File: src/rtl/sha_256_block_ctrl.sv
// ---------------------------------------------------------------------------
// sha_256_block_ctrl
//
// Sequenced SHA-256 compression controller. Takes pre-padded 512-bit blocks
// and runs one compression round per clock over a rolling 16-word message
// schedule. The H0..H7 chaining state carries across the blocks of a message.
// After the last block, the 256-bit digest is presented until acknowledged.
//
// Ports:
//   clk, rst    clock; synchronous active-high reset
//   i_block     padded block, W0 = i_block[511:480] ... W15 = i_block[31:0]
//   i_valid     block valid
//   i_first     block starts a message (H reloaded with IV)
//   i_last      block ends a message (digest produced after it)
//   o_ready     controller can accept a block (IDLE only)
//   o_digest    {H0..H7}, H0 in [255:224]; reads 0 outside DONE
//   o_valid     digest valid (DONE)
//   i_ack       consumer takes the digest
//   o_busy      high while rounds or the final add are in progress
//
// Handshake: a block transfers on a rising edge where i_valid & o_ready are
// both high. i_first, i_last and i_block are sampled only on that edge. The
// digest transfers on a rising edge where o_valid & i_ack are both high.
// i_valid is ignored while o_ready is low, and i_ack is ignored while o_valid
// is low.
//
// Debug: state_q (state_e) is the FSM state register. r_q is the round index.
// ---------------------------------------------------------------------------
module sha_256_block_ctrl #(
  parameter int ROUNDS = 64
) (
  input  logic         clk,
  input  logic         rst,
  input  logic [511:0] i_block,
  input  logic         i_valid,
  input  logic         i_first,
  input  logic         i_last,
  output logic         o_ready,
  output logic [255:0] o_digest,
  output logic         o_valid,
  input  logic         i_ack,
  output logic         o_busy
);

  typedef enum logic [1:0] {
    S_IDLE  = 2'd0,
    S_ROUND = 2'd1,
    S_FINAL = 2'd2,
    S_DONE  = 2'd3
  } state_e;

  localparam logic [31:0] IV [8] = '{
    32'h6a09e667, 32'hbb67ae85, 32'h3c6ef372, 32'ha54ff53a,
    32'h510e527f, 32'h9b05688c, 32'h1f83d9ab, 32'h5be0cd19
  };

  localparam logic [31:0] K_ROM [64] = '{
    32'h428a2f98, 32'h71374491, 32'hb5c0fbcf, 32'he9b5dba5,
    32'h3956c25b, 32'h59f111f1, 32'h923f82a4, 32'hab1c5ed5,
    32'hd807aa98, 32'h12835b01, 32'h243185be, 32'h550c7dc3,
    32'h72be5d74, 32'h80deb1fe, 32'h9bdc06a7, 32'hc19bf174,
    32'he49b69c1, 32'hefbe4786, 32'h0fc19dc6, 32'h240ca1cc,
    32'h2de92c6f, 32'h4a7484aa, 32'h5cb0a9dc, 32'h76f988da,
    32'h983e5152, 32'ha831c66d, 32'hb00327c8, 32'hbf597fc7,
    32'hc6e00bf3, 32'hd5a79147, 32'h06ca6351, 32'h14292967,
    32'h27b70a85, 32'h2e1b2138, 32'h4d2c6dfc, 32'h53380d13,
    32'h650a7354, 32'h766a0abb, 32'h81c2c92e, 32'h92722c85,
    32'ha2bfe8a1, 32'ha81a664b, 32'hc24b8b70, 32'hc76c51a3,
    32'hd192e819, 32'hd6990624, 32'hf40e3585, 32'h106aa070,
    32'h19a4c116, 32'h1e376c08, 32'h2748774c, 32'h34b0bcb5,
    32'h391c0cb3, 32'h4ed8aa4a, 32'h5b9cca4f, 32'h682e6ff3,
    32'h748f82ee, 32'h78a5636f, 32'h84c87814, 32'h8cc70208,
    32'h90befffa, 32'ha4506ceb, 32'hbef9a3f7, 32'hc67178f2
  };

  localparam logic [6:0] LAST_ROUND = 7'(ROUNDS - 1);

  function automatic logic [31:0] rotr(input logic [31:0] x, input int n);
    return (x >> n) | (x << (32 - n));
  endfunction

  function automatic logic [31:0] ssig0(input logic [31:0] x);
    return rotr(x, 7) ^ rotr(x, 18) ^ (x >> 3);
  endfunction

  function automatic logic [31:0] ssig1(input logic [31:0] x);
    return rotr(x, 17) ^ rotr(x, 19) ^ (x >> 10);
  endfunction

  function automatic logic [31:0] bsig0(input logic [31:0] x);
    return rotr(x, 2) ^ rotr(x, 13) ^ rotr(x, 22);
  endfunction

  function automatic logic [31:0] bsig1(input logic [31:0] x);
    return rotr(x, 6) ^ rotr(x, 11) ^ rotr(x, 25);
  endfunction

  state_e      state_q, state_d;
  logic [6:0]  r_q, r_d;
  logic        last_q, last_d;
  logic [31:0] h_q [8];   // chaining state H0..H7
  logic [31:0] h_d [8];
  logic [31:0] v_q [8];   // working registers a..h
  logic [31:0] v_d [8];
  logic [31:0] w_q [16];  // schedule window; w_q[0] is W[r]
  logic [31:0] w_d [16];

  logic [31:0] t1, t2, w_new, ch, maj;
  logic        accept;

  // Round datapath. The window shifts on every round, so w_q[0] is always
  // W[r]; for r<16 that is simply the latched block word. w_new is W[r+16]
  // = s1(W[r+14]) + W[r+9] + s0(W[r+1]) + W[r].
  always_comb begin
    ch    = (v_q[4] & v_q[5]) ^ (~v_q[4] & v_q[6]);
    maj   = (v_q[0] & v_q[1]) ^ (v_q[0] & v_q[2]) ^ (v_q[1] & v_q[2]);
    t1    = v_q[7] + bsig1(v_q[4]) + ch + K_ROM[r_q[5:0]] + w_q[0];
    t2    = bsig0(v_q[0]) + maj;
    w_new = ssig1(w_q[14]) + w_q[9] + ssig0(w_q[1]) + w_q[0];
  end

  assign accept = (state_q == S_IDLE) && i_valid;

  always_comb begin
    state_d = state_q;
    r_d     = r_q;
    last_d  = last_q;
    h_d     = h_q;
    v_d     = v_q;
    w_d     = w_q;

    case (state_q)
      S_IDLE: begin
        if (accept) begin
          for (int i = 0; i < 16; i++) begin
            w_d[i] = i_block[511 - 32*i -: 32];
          end
          last_d = i_last;
          if (i_first) begin
            h_d = IV;
            v_d = IV;
          end else begin
            v_d = h_q;
          end
          r_d     = '0;
          state_d = S_ROUND;
        end
      end

      S_ROUND: begin
        v_d[0] = t1 + t2;
        v_d[1] = v_q[0];
        v_d[2] = v_q[1];
        v_d[3] = v_q[2];
        v_d[4] = v_q[3] + t1;
        v_d[5] = v_q[4];
        v_d[6] = v_q[5];
        v_d[7] = v_q[6];
        for (int i = 0; i < 15; i++) begin
          w_d[i] = w_q[i+1];
        end
        w_d[15] = w_new;
        if (r_q == LAST_ROUND) begin
          state_d = S_FINAL;
        end else begin
          r_d = r_q + 7'd1;
        end
      end

      S_FINAL: begin
        for (int i = 0; i < 8; i++) begin
          h_d[i] = h_q[i] + v_q[i];
        end
        r_d     = '0;
        state_d = last_q ? S_DONE : S_IDLE;
      end

      S_DONE: begin
        // H keeps the digest after ack so a first=0 block can continue it.
        if (i_ack) begin
          state_d = S_IDLE;
        end
      end

      default: state_d = S_IDLE;
    endcase
  end

  always_ff @(posedge clk) begin
    if (rst) begin
      state_q <= S_IDLE;
      r_q     <= '0;
      last_q  <= 1'b0;
      for (int i = 0; i < 8; i++) begin
        h_q[i] <= IV[i];
        v_q[i] <= '0;
      end
      for (int i = 0; i < 16; i++) begin
        w_q[i] <= '0;
      end
    end else begin
      state_q <= state_d;
      r_q     <= r_d;
      last_q  <= last_d;
      h_q     <= h_d;
      v_q     <= v_d;
      w_q     <= w_d;
    end
  end

  // Outputs are forced low while rst is high, so nothing leaks during reset.
  assign o_ready  = (state_q == S_IDLE) && !rst;
  assign o_valid  = (state_q == S_DONE) && !rst;
  assign o_busy   = ((state_q == S_ROUND) || (state_q == S_FINAL)) && !rst;
  assign o_digest = o_valid ? {h_q[0], h_q[1], h_q[2], h_q[3],
                               h_q[4], h_q[5], h_q[6], h_q[7]} : '0;

endmodule

File: config.mk
export PLATFORM = sky130hd
export DESIGN_NAME = sha_256_block_ctrl
export DESIGN_NICKNAME = d
export VERILOG_FILES = /design/src/rtl/sha_256_block_ctrl.sv
export SDC_FILE = /design/constraint.sdc
export NUM_CORES = 2
export LEC_CHECK = 0
export CAP_MARGIN = 20
export CORE_ASPECT_RATIO = 0.5
export CORE_MARGIN = 2
export CORE_UTILIZATION = 58
export CTS_CLUSTER_SIZE = 25
export DETAILED_ROUTE_END_ITERATION = 7
export GPL_TIMING_DRIVEN = 0
export PLACE_DENSITY = 0.88
export SETUP_SLACK_MARGIN = 0.05
export SYNTH_ARGS = -nofsm -noshare
export SYNTH_HDL_FRONTEND = slang
export SYNTH_SLANG_ARGS = --single-unit
File: constraint.sdc
create_clock -name clk -period 10.4 [get_ports clk]
set_input_delay 2.08 -clock clk [delete_from_list [all_inputs] [get_ports clk]]
set_output_delay 2.08 -clock clk [all_outputs]
set_load 0.02 [all_outputs]
==> impl_metrics.toml <==
[worst_setup_path]
r2r_cells = 30
reg2reg_to = "v_q[247]"
critPathMaxFanout = 11
cp-startpoint = "r_q[2]"
critPathRequiredTime_ps = 11010
cp.arrival_ps = 10860
crit_type = "flip-flop to flip-flop"
start_kind = "flip-flop"
r2r_slack_ps = 150
slowest_delay_ps = 840
end_kind = "flip-flop"
rr_startpoint = "r_q[2]"
cpMaxStageDelayCell = "xor2_1"

[clock_network]
clkLatencyLatePin_ps = 800
cts_buffer_depth = 3
post_cts_buffers = 0
cts_hold_buf = 0
cts.clk_slew.worst_paths_ps = 70
clock_sinks = 1034
numCtsBuffers = 96
cts_tree = "built"
htree_levels = 3
cts_root_buf = "clkbuf_16"

[die]
pin_count = 777
die_w_um = 507
die_h_um = 255
core-area_mm2 = 0.126
start_util = 0.583
rows = 92
dieArea_mm2 = 0.129

[final_layout]
num-nets-final = 11000
fillers = 9954
drive_gt1_frac = 0.0330
syn2layout_area_growth_pct = 19.8
stdcell_area_mm2 = 0.0877

[routing]
dr.pass1.iters = 8
first_iter_violations = 14400
routed_via_density = 6.92
post-route-drc-count = 288
routedWlPerCell_um = 32.1
via_count = 81100
postRouteWirelength_um = 376000
ant_nets = 0

[global_routing]
grt_pass1_vias = 73400
grt_pass1_wl_um = 519000
antenna_found_initial = 58
grt_usage = 0.554
grt_overflow = 0
grt_max_degree = 17

[placement]
dp_hpwl_um = 290000
postPlaceCellArea_mm2 = 0.0838
gp_congestion = 1.16
io_buffers = 775

[synth]
synth_top_flop_cell = "dfxtp_1"
yosysSeqAreaShare = 0.283
synth_edf_count = 0
ys.warnings.count = 0
syn_avg_cell_area_um2 = 8.19
synthDistinctLibCells = 97
ys_ff_latch = 1034
syn_area_mm2 = 0.0732
ys_async_sr_fraction = 0
synthCells = 8944
syn-num-nets = 10100

[timing]
fmaxAchievable_mhz = 97.6
min_period_ps = 10250
period_share = 0.985
whs_ps = 477
relSlewSlack = 0.0418
rsz0062_at_grt = "no"
maxSlewViolCount = 0
clock_skew_ps = 53.8
setup_viol = 0
tightest_slew_ps = 1440
finalHoldViolCount = 0

[min_path]
min-delay-start = "last_q"
worstHoldEndpoint = "last_q"
hp-class = "flip-flop to flip-flop"
hold_depth = 2

[run_status]
status = "finished with violations"
violations = "design-rule violations"

[run]
maxCapViolCount = 0
## stage by stage
step | std cells | setup slack [ps] | setup TNS, ps | util
3_3_place_gp | 11400 | -832 | -2720 | 0.662
3_5_place_dp | 11500 | -736 | -1760 | 0.667
5_1_grt | 11700 | 47.6 | 0 | 0.698
2_1_floorplan | 8944 | 2660 | 0 | -
6_report | 11700 | 154 | 0 | 0.699
4_1_cts | 11600 | 124 | 0 | 0.695
## registers in the layout (all words and copies together), names as in the netlist
register  flops
state_q       2
last_q        1
h_q         256
v_q         256
w_q         512
r_q           7
## timing repair
action	CTS	global route
endpoints found under the setup margin	9	16
pin swaps	0	1
resized for setup	6	11
## how the worst max path moves through the flow
| stage | depth (start not counted) | end | slack (ps) |
|---|---|---|---|
| 2_1_floorplan | 36 | v_q[255] | 2660 |
| 3_3_place_gp | 36 | v_q[255] | -830 |
| 3_5_place_dp | 36 | v_q[255] | -740 |
| 4_1_cts | 33 | v_q[255] | 120 |
| 5_1_grt | 34 | v_q[255] | 50 |
| 6_report | 30 | v_q[247] | 150 |
## kinds of logic (layout without fill, tap and decap cells)
logic type,count (synthesis),after routing,share of synthesized area
AND/OR/NAND/NOR,2558,2558,0.164
AO/OA/AOI/OAI,2500,2500,0.230
buffers and inverters,1162,2173,0.0596
flip-flops,1034,1034,0.283
adder cells (fa/ha/maj),599,599,0.122
multiplexers,553,553,0.0777
XOR/XNOR,538,538,0.0643
other,0,65,0
## layout make-up
class / count / area, um^2 / area share
clock buffers: 130 / 2730 / 0.0311
well taps: 1692 / 2120 / 0.0241
repair buffers: 834 / 8690 / 0.0990
inverters: 483 / 1810 / 0.0207
plain buffers: 679 / 2570 / 0.0293
flip-flops and latches: 1034 / 20700 / 0.236
clock inverters: 47 / 708 / 0.00807
multi-input cells: 6748 / 48200 / 0.550
diodes: 65 / 163 / 0.00185
## placed cells by master (no fill, tap or decap), drive strengths merged, types with 195 or more instances in the layout
master / synthesis / final
and2: 285 / 285
clkdlybuf4s50: 0 / 775
xnor2: 343 / 343
nor2: 1004 / 1004
nand2: 496 / 496
nor3: 211 / 211
dfxtp: 1034 / 1034
a21oi: 528 / 528
fa: 195 / 195
inv: 479 / 481
clkbuf: 644 / 775
xor2: 195 / 195
o21ai: 364 / 364
a211oi: 697 / 697
ha: 401 / 401
mux2i: 527 / 527
## cell usage after synthesis, types with 17 or more instances
cell type,count,area (um^2)
a311oi_1,23,201
nand2_1,496,1860
nand3_1,91,455
nor4_1,21,131
a211o_1,20,175
o211ai_1,136,1020
dfxtp_1,1034,20700
and2_1,284,1780
inv_1,478,1790
a21o_1,186,1400
o21a_1,61,458
mux2i_1,527,5280
o21ai_0,355,1780
fa_1,195,3900
or2_2,17,106
xor2_1,195,1710
and3_1,119,744
o22ai_1,84,526
buf_1,34,128
a21oi_1,527,2640
nor3_1,209,1050
a221oi_1,33,289
nor2b_1,58,363
or3_1,135,845
ha_1,401,5020
nand2b_1,52,325
o21bai_1,42,315
nor2_1,1004,3770
a22oi_1,66,495
nand4_1,19,119
a211oi_1,696,5230
o31ai_1,28,210
clkbuf_1,644,2420
xnor2_1,343,3000
a31oi_1,54,338
## layer usage
layer / vias up / wire length, um / track usage
li1: 33700 / - / -
met1: 38000 / 132000 / 0.663
met2: 7192 / 147000 / 0.781
met3: 2090 / 60400 / 0.249
met4: 51 / 35500 / 0.407
met5: - / 726 / 0.0205
## worst max-delay path: cells and delay by family (launching register included)
family	cells	cell delay, ps
xor gates and xnor gates	1	840
DFF	1	610
and+or+nand+nor	3	490
buffers and inverters	7	1780
adders and majority gates	5	2030
AOI/OAI and AO/OA	14	4330
Power is left out: the tool's default activity adds up to more than one toggle a clock period on the data nets, which glitch-free logic cannot reach.
